**src/rtl/renas_write_buffer.sv**
```systemverilog
// rtl/renas_write_buffer.sv - coalescing word write buffer draining to renas_memory
module renas_write_buffer #(
    parameter int DATA_LENGTH = 32,
    parameter int BYTE_OFFSET = 2,
    parameter int WB_DEPTH    = 4
) (
    input  logic                                 cache_clk,
    input  logic                                 rst_n,
    input  logic                                 wr_valid,
    input  logic [DATA_LENGTH-1:0]               wr_addr,
    input  logic [DATA_LENGTH-1:0]               wr_data,
    output logic                                 wr_ready,
    input  logic [DATA_LENGTH-1:0]               rd_addr,
    output logic                                 fwd_hit,
    output logic [DATA_LENGTH-1:0]               fwd_data,
    input  logic                                 flush_req,
    output logic                                 flush_done,
    output logic                                 empty,
    output logic [2*DATA_LENGTH-BYTE_OFFSET-1:0] wb_data,
    output logic                                 wb_req,
    input  logic                                 wb_ack,
    input  logic                                 full_flag
);
    localparam int PW = DATA_LENGTH - BYTE_OFFSET;
    localparam int AW = $clog2(WB_DEPTH);
    localparam int CW = AW + 1;

    typedef enum logic [1:0] {S_IDLE, S_REQ, S_WAIT} state_t;

    logic [PW-1:0]          ptr_q  [WB_DEPTH];
    logic [PW-1:0]          ptr_d  [WB_DEPTH];
    logic [DATA_LENGTH-1:0] data_q [WB_DEPTH];
    logic [DATA_LENGTH-1:0] data_d [WB_DEPTH];
    logic [AW-1:0]          head_q, head_d, tail_q, tail_d;
    logic [CW-1:0]          count_q, count_d;
    state_t                 state_q, state_d;
    logic                   wb_req_q, wb_req_d;
    logic                   flush_done_q, flush_done_d;

    logic [PW-1:0] wr_ptr, rd_ptr;
    logic [AW-1:0] scan_idx, coal_idx;
    logic          coal_hit, accept, push, pop;
    logic          unused_low_bits;

    assign wr_ptr = wr_addr[DATA_LENGTH-1:BYTE_OFFSET];
    assign rd_ptr = rd_addr[DATA_LENGTH-1:BYTE_OFFSET];
    assign unused_low_bits = ^{wr_addr[BYTE_OFFSET-1:0], rd_addr[BYTE_OFFSET-1:0]};

    // Scan oldest to youngest so the last match found is the youngest one.
    // The head is not a coalesce target once its transfer has started.
    always_comb begin
        fwd_hit  = 1'b0;
        fwd_data = '0;
        coal_hit = 1'b0;
        coal_idx = '0;
        scan_idx = head_q;
        for (int k = 0; k < WB_DEPTH; k++) begin
            scan_idx = head_q + AW'(k);
            if (CW'(k) < count_q) begin
                if (ptr_q[scan_idx] == rd_ptr) begin
                    fwd_hit  = 1'b1;
                    fwd_data = data_q[scan_idx];
                end
                if ((ptr_q[scan_idx] == wr_ptr) && !((k == 0) && (state_q != S_IDLE))) begin
                    coal_hit = 1'b1;
                    coal_idx = scan_idx;
                end
            end
        end
    end

    assign wr_ready = (count_q < CW'(WB_DEPTH)) | coal_hit;
    assign accept   = wr_valid & wr_ready;
    assign push     = accept & ~coal_hit;
    assign pop      = (state_q == S_REQ) & wb_ack;

    always_comb begin
        ptr_d  = ptr_q;
        data_d = data_q;
        if (accept && coal_hit) begin
            data_d[coal_idx] = wr_data;
        end
        if (push) begin
            ptr_d[tail_q]  = wr_ptr;
            data_d[tail_q] = wr_data;
        end
        tail_d = push ? tail_q + 1'b1 : tail_q;
        head_d = pop ? head_q + 1'b1 : head_q;
        case ({push, pop})
            2'b10:   count_d = count_q + 1'b1;
            2'b01:   count_d = count_q - 1'b1;
            default: count_d = count_q;
        endcase
    end

    always_comb begin
        state_d      = state_q;
        wb_req_d     = wb_req_q;
        flush_done_d = flush_req & (count_q == '0) & (state_q == S_IDLE);
        case (state_q)
            S_IDLE: if ((count_q != '0) && !full_flag && !wb_ack) begin
                state_d  = S_REQ;
                wb_req_d = 1'b1;
            end
            S_REQ: if (wb_ack) begin
                state_d  = S_WAIT;
                wb_req_d = 1'b0;
            end
            S_WAIT: if (!wb_ack && !full_flag) begin
                state_d = S_IDLE;
            end
            default: begin
                state_d  = S_IDLE;
                wb_req_d = 1'b0;
            end
        endcase
    end

    always_ff @(posedge cache_clk) begin
        if (!rst_n) begin
            for (int i = 0; i < WB_DEPTH; i++) begin
                ptr_q[i]  <= '0;
                data_q[i] <= '0;
            end
            head_q       <= '0;
            tail_q       <= '0;
            count_q      <= '0;
            state_q      <= S_IDLE;
            wb_req_q     <= 1'b0;
            flush_done_q <= 1'b0;
        end else begin
            ptr_q        <= ptr_d;
            data_q       <= data_d;
            head_q       <= head_d;
            tail_q       <= tail_d;
            count_q      <= count_d;
            state_q      <= state_d;
            wb_req_q     <= wb_req_d;
            flush_done_q <= flush_done_d;
        end
    end

    assign wb_data    = {data_q[head_q], ptr_q[head_q]};
    assign wb_req     = wb_req_q;
    assign flush_done = flush_done_q;
    assign empty      = (count_q == '0);
endmodule
```
**config.mk**
```make
export PLATFORM = sky130hd
export DESIGN_NAME = renas_write_buffer
export DESIGN_NICKNAME = d
export VERILOG_FILES = /design/src/rtl/renas_write_buffer.sv
export SDC_FILE = /design/constraint.sdc
export NUM_CORES = 1
export LEC_CHECK = 0
export CAP_MARGIN = 20
export CORE_UTILIZATION = 34
export CTS_BUF_LIST = sky130_fd_sc_hd__clkbuf_4
export DETAILED_ROUTE_END_ITERATION = 12
export HOLD_SLACK_MARGIN = 0.15
export PLACE_DENSITY_LB_ADDON = 0.2
export SLEW_MARGIN = 20
export SYNTH_ARGS = -nofsm -noshare
export SYNTH_HDL_FRONTEND = slang
export SYNTH_SLANG_ARGS = --single-unit
```
**constraint.sdc**
```tcl
create_clock -name cache_clk -period 3.5 [get_ports cache_clk]
set_input_delay 0.525 -clock cache_clk [delete_from_list [all_inputs] [get_ports cache_clk]]
set_output_delay 0.525 -clock cache_clk [all_outputs]
set_load 0.02 [all_outputs]
```
Word level (Yosys, flattened, before mapping)
Index checks and enable logic that the tools add are counted.

$lt $le $gt $ge: 13. Bitwise logic cells: 14. $add $sub $neg: 6. Mux-type cells: 75. Equal/unequal tests: 15. Reductions and logical operators: 17.

Operators by type and width (number): two-way mux 32 bit (18); two-way mux 30 bit (9); binary-select mux 32 bit (select 2 bit) (4); bitwise mux 128 bit (2); two-way mux 128 bit (2); binary-select mux 30 bit (select 2 bit) (4); == test 30 bit (8); demux 32 bit (select 2 bit) (2); bitwise mux 120 bit (1); demux 30 bit (select 2 bit) (1); two-way mux 2 bit (11); greater-or-equal comparator 3 bit, second input constant (6); two-way mux 1 bit (18); NOT 2 -> 3 bit (6); logical AND 1 bit (7); less-than comparator 1 x 3 -> 1 bit, first input constant (2); less-than comparator 2 x 3 -> 1 bit, first input constant (2); less-than comparator 3 x 1 -> 1 bit, second input constant (2); case mux 2 bit (3 select lines) (1); case mux 3 bit (2 select lines) (1); AND reduction 3 bit (2); AND 1 bit (5); adder 2 x 1 -> 2 bit, second input constant (2); adder 2 bit, second input constant (2); 15 further kinds (22).

Flip-flop bits (word level): 259. Output and inout port bits: 99. Bits of input ports: 102. Word-level logic and storage cells: 154.

Logic depth before layout (Yosys ltp)
Depth in word-level cells: 23. Mapped depth: 18. Gate-level depth less buffers: 14.

Worst setup path after synthesis
No wires, ideal clock.

Kind: reg2out. Start: register head_q[1]. End: output port fwd_data[10]. Buffers on the path: 6. Arrival time: 3.599 ns. Stages on the path, launching flop included: 16. Path slack: -0.624 ns. Cells stage by stage: dfxtp_1 -> buf_4 -> buf_4 -> inv_2 -> buf_4 -> buf_2 -> buf_2 -> mux2i_1 -> xor2_1 -> nor4_1 -> nand4_1 -> nor4_1 -> buf_2 -> nand3_1 -> a31oi_1 -> mux2_2.

Word-level cells in the longest chain between the ends: 13. Elaborated cells on any way between the ends: 43. Classes of those cells: add/sub: 3; eq/ne: 4; mux: 32; bitwise: 4.

Ends and longest elaborated chain: start: declaration (RTL line 34) `logic [AW-1:0] head_q, head_d, tail_q, tail_d;`; start signal: assignment (RTL line 125) `head_q <= '0;`; start signal: assignment (RTL line 134) `head_q <= head_d;`; NOT 2 -> 3 bit *; binary-select mux 30 bit (select 2 bit) *; two-way mux 30 bit * (2 in series); named net wb_data[19] (RTL line 19) `output logic [2*DATA_LENGTH-BYTE_OFFSET-1:0] wb_data,`; == test 30 bit * (RTL line 60) `if (ptr_q[scan_idx] == rd_ptr) begin`; two-way mux 32 bit * (RTL line 60); two-way mux 32 bit * (RTL line 59) `if (CW'(k) < count_q) begin`; two-way mux 32 bit (RTL line 60); two-way mux 32 bit * (RTL line 59); two-way mux 32 bit (RTL line 60); two-way mux 32 bit * (RTL line 59); two-way mux 32 bit (RTL line 60); two-way mux 32 bit * (RTL line 59); end: declaration (RTL line 15) `output logic [DATA_LENGTH-1:0] fwd_data,`.

Mark *: on every way through the listed nets, which the timed path passes. The rest lies on a longest branch. The select of a mux whose other input is x is not followed.

Final worst setup path
Start: register head_q[1]. End: output port fwd_data[14].

Word-level cells in the longest chain between the ends: 13. Elaborated cells on any way between the ends: 43. Classes of those cells: add/sub: 3; eq/ne: 4; mux: 32; bitwise: 4.

Ends and longest elaborated chain (RTL line): branches (longest 12 deep; another with adder 2 x 1 -> 2 bit); two-way mux 32 bit * (59).

Every way passes the cells marked *. The select of a mux whose other input is x is not followed.

==> flow_summary_export.csv <==
group,metric,value,unit
floorplan,die_area,61400,um2
synthesis,synth.yosys.seq_area_share,25.2,%
grt,grt_pass1_vias,18300,
synthesis,synth_nets,2000,
setup_path,worst-path-max-fanout,16,
finish,multiInputGateArea,15100,um2
routing,wl_per_cell,22.9,um
setup_path,crit_type,"flip-flop to output pin",
routing,drt-total-wl,77200,um
floorplan,core,59400,um2
run,maxCapViolations,0,
grt,grt_max_degree,142,
grt,grt-ovfl-total,0,
synthesis,synth-async-reset-ratio,0,%
timing,rsz0062_at_grt,"true",
clock_tree,clock_latency,890,ps
routing,final_antenna_net_count,0,
clock_tree,numClockSinks,259,
worst_hold_path,hold_class,"input port to flip-flop",
clock_tree,cts_buffer_depth,3,
synthesis,syn_area_per_cell,10.9,um2
pwr,peakVddDrop,0.000208,V
routing,dr_wl_met3,5630,um
routing,vias,18200,
setup_path,cp.arrival,4470,ps
routing,firstDrtPassIters,6,
synthesis,synthesis.area,20600,um2
synthesis,ys_warn_count,0,
synthesis,synth_cell_type_count,66,
timing,fin_worst_skew,92.4,ps
synthesis,ys_ff_latch,259,
floorplan,fp-row-count,89,
routing,wl_met2,36700,um
clock_tree,cts_tree,"done",
pwr,total_power,8.76,mW
synthesis,synthCells,1889,
floorplan,ioPinCount,201,
setup_path,cp-end-kind,"output pin",
finish,layout_common_cells,"468 x buf_4, 307 x mux2i_1, 257 x dfxtp_1, 253 x nor2b_1, 214 x mux4_2",
routing,dr.max_layer_used,"met5",
timing,finalWorstSetupSlack,-1500,ps
clock_tree,hold_buffers,0,
status,violations,"negative setup slack",
place,port_buffers,196,
grt,grt_usage,25.0,%
timing,slew_headroom,41.9,%
timing,drv_slew,0,
setup_path,r2r_end,"data_q[86]",
setup_path,crit_end,"fwd_data[14]",
floorplan,initial_core_util,34.6,%
floorplan,fp.dieH,248,um
clock_tree,cts_root_buffer,"clkbuf_4",
place,hpwl,55200,um
finish,syn2layout_area_growth,42.0,%
timing,post-route-period-util,143,%
timing,fmax,200,MHz
grt,antenna_found_initial,3,
timing,tightest_slew,872,ps
synthesis,synth_edf_count,0,
place,gp_congestion,0.981,
status,status,"complete, but fails checks",
setup_path,reg2reg_slack,-770,ps
finish,final_common_cell,"buf_4",
timing,hold_violations,0,
setup_path,worst_setup_path_start_kind,"flip-flop",
place,place_ws,-1060,ps
pwr,p_leak,11.1,nW
timing,hold_slack,267,ps
finish,final_util,49.2,%
grt,grt_pass1_wl,114000,um
finish,nNetsFinal,2645,
timing,setup_viol,327,
timing,period_minus_slack,5000,ps
routing,drc,0,
synthesis,synthFlopType,"dfxtp_1",
routing,wl_met1,31400,um
pwr,p_per_area,300,nW/um2
setup_path,r2r-start,"head_q[0]",
setup_path,crit_required,2970,ps
clock_tree,numCtsBuffers,79,
finish,drive_gt1_share,40.5,%
clock_tree,h-tree-depth,3,
clock_tree,clkTransAtPathRegs,60,ps
floorplan,die_w,248,um
setup_path,cp-startpoint,"head_q[1]",
setup_path,r2r_cells,18,
routing,drtIter0Drc,1039,
routing,vias_per_cell,5.41,
finish,nFillCells,5459,
finish,seq_area,5190,um2
## how the worst min path moves through the flow
stage	start	to	cells past startpoint
2_1_floorplan	state_q[1]	state_q[0]	1
3_3_place_gp	wb_req	wb_req	2
3_5_place_dp	wb_req	wb_req	2
4_1_cts	flush_req	flush_done	2
5_1_grt	flush_req	flush_done	2
6_report	rst_n	data_q[13]	2
## cell usage after synthesis (9+ instances only)
master	count	area, um2
buf_4	19	143
mux2i_1	327	3270
nor4_1	19	119
dfxtp_1	259	5180
nand4_1	39	244
mux2_2	40	450
inv_1	16	60.1
mux4_2	214	4820
buf_2	33	165
nor2b_1	254	1590
xor2_1	69	604
nor2_1	52	195
a31oi_1	32	200
nand2b_1	35	219
xnor2_1	156	1370
o22ai_1	10	62.6
clkbuf_1	77	289
buf_1	32	120
ha_1	9	113
and2_1	9	56.3
nand2_1	25	93.8
buf_6	12	135
a21oi_1	10	50.1
nand3_1	46	230
o21ai_0	16	80.1
## cell families (layout without fill, tap and decap cells)
family / Yosys count / after routing / share of synthesized area, %
flip-flops: 259 / 259 / 25.2
other: 0 / 5 / 0
AO/OA/AOI/OAI: 121 / 121 / 4.26
AND/OR/NAND/NOR: 501 / 501 / 14.1
adder cells (fa/ha/maj): 9 / 9 / 0.548
buffers and inverters: 192 / 891 / 4.60
multiplexers: 582 / 582 / 41.6
XOR/XNOR: 225 / 225 / 9.59
## report_power, final
part	internal [mW]	leakage (nW)	switching, mW
registers	3.08	2.10	0.143
clock network	1.60	0.585	1.47
logic	1.30	8.41	1.17
total	5.98	11.1	2.78
## area by class of cell
cell class / instances / area share (%)
multi-input cells: 1438 / 51.7
repair buffers: 739 / 23.5
flip-flops and latches: 259 / 17.8
well taps: 773 / 3.31
clock buffers: 110 / 2.83
clock inverters: 25 / 0.583
inverters: 17 / 0.236
diodes: 5 / 0.0429
## what timing repair did
action,CTS,global route
resized for setup,190,99
gates cloned,12,7
setup endpoints to repair,341,345
buffers inserted,20,8
pin swaps,6,15
## sequential cells by signal, summed over array words and instances, names as in the netlist
signal,cells
tail_q,2
state_q,2
head_q,2
flush_done,1
count_q,3
ptr_q,120
wb_req,1
data_q,128
## stage by stage
step / area, um2 / setup TNS [ps] / std cells
final: 29200 / -203100 / 3366
after global routing: 29200 / -252780 / 3366
after CTS: 28700 / -217640 / 3346
after detailed placement: 26900 / -256570 / 3179
after global placement: 26900 / -249320 / 3179
after floorplan: 20900 / -1830 / 1889
## metal layers
metal	vias up	track usage [%]
met3	184	6.06
li1	8377	-
met2	660	40.3
met1	8997	31.4
met5	-	0
met4	2	11.5
## worst max-delay path: stages (launching register included)
cell	delay, ps
dfxtp_4	370
buf_8	160
buf_4	180
inv_6	160
mux2_2	410
xor2_2	190
nand3_1	210
nor4_1	290
or4b_4	550
buf_12	180
buf_16	160
nand3_1	90
a31oi_1	110
mux2_4	280
clkdlybuf4s15_2	250
(Power assumes the default switching activity.)
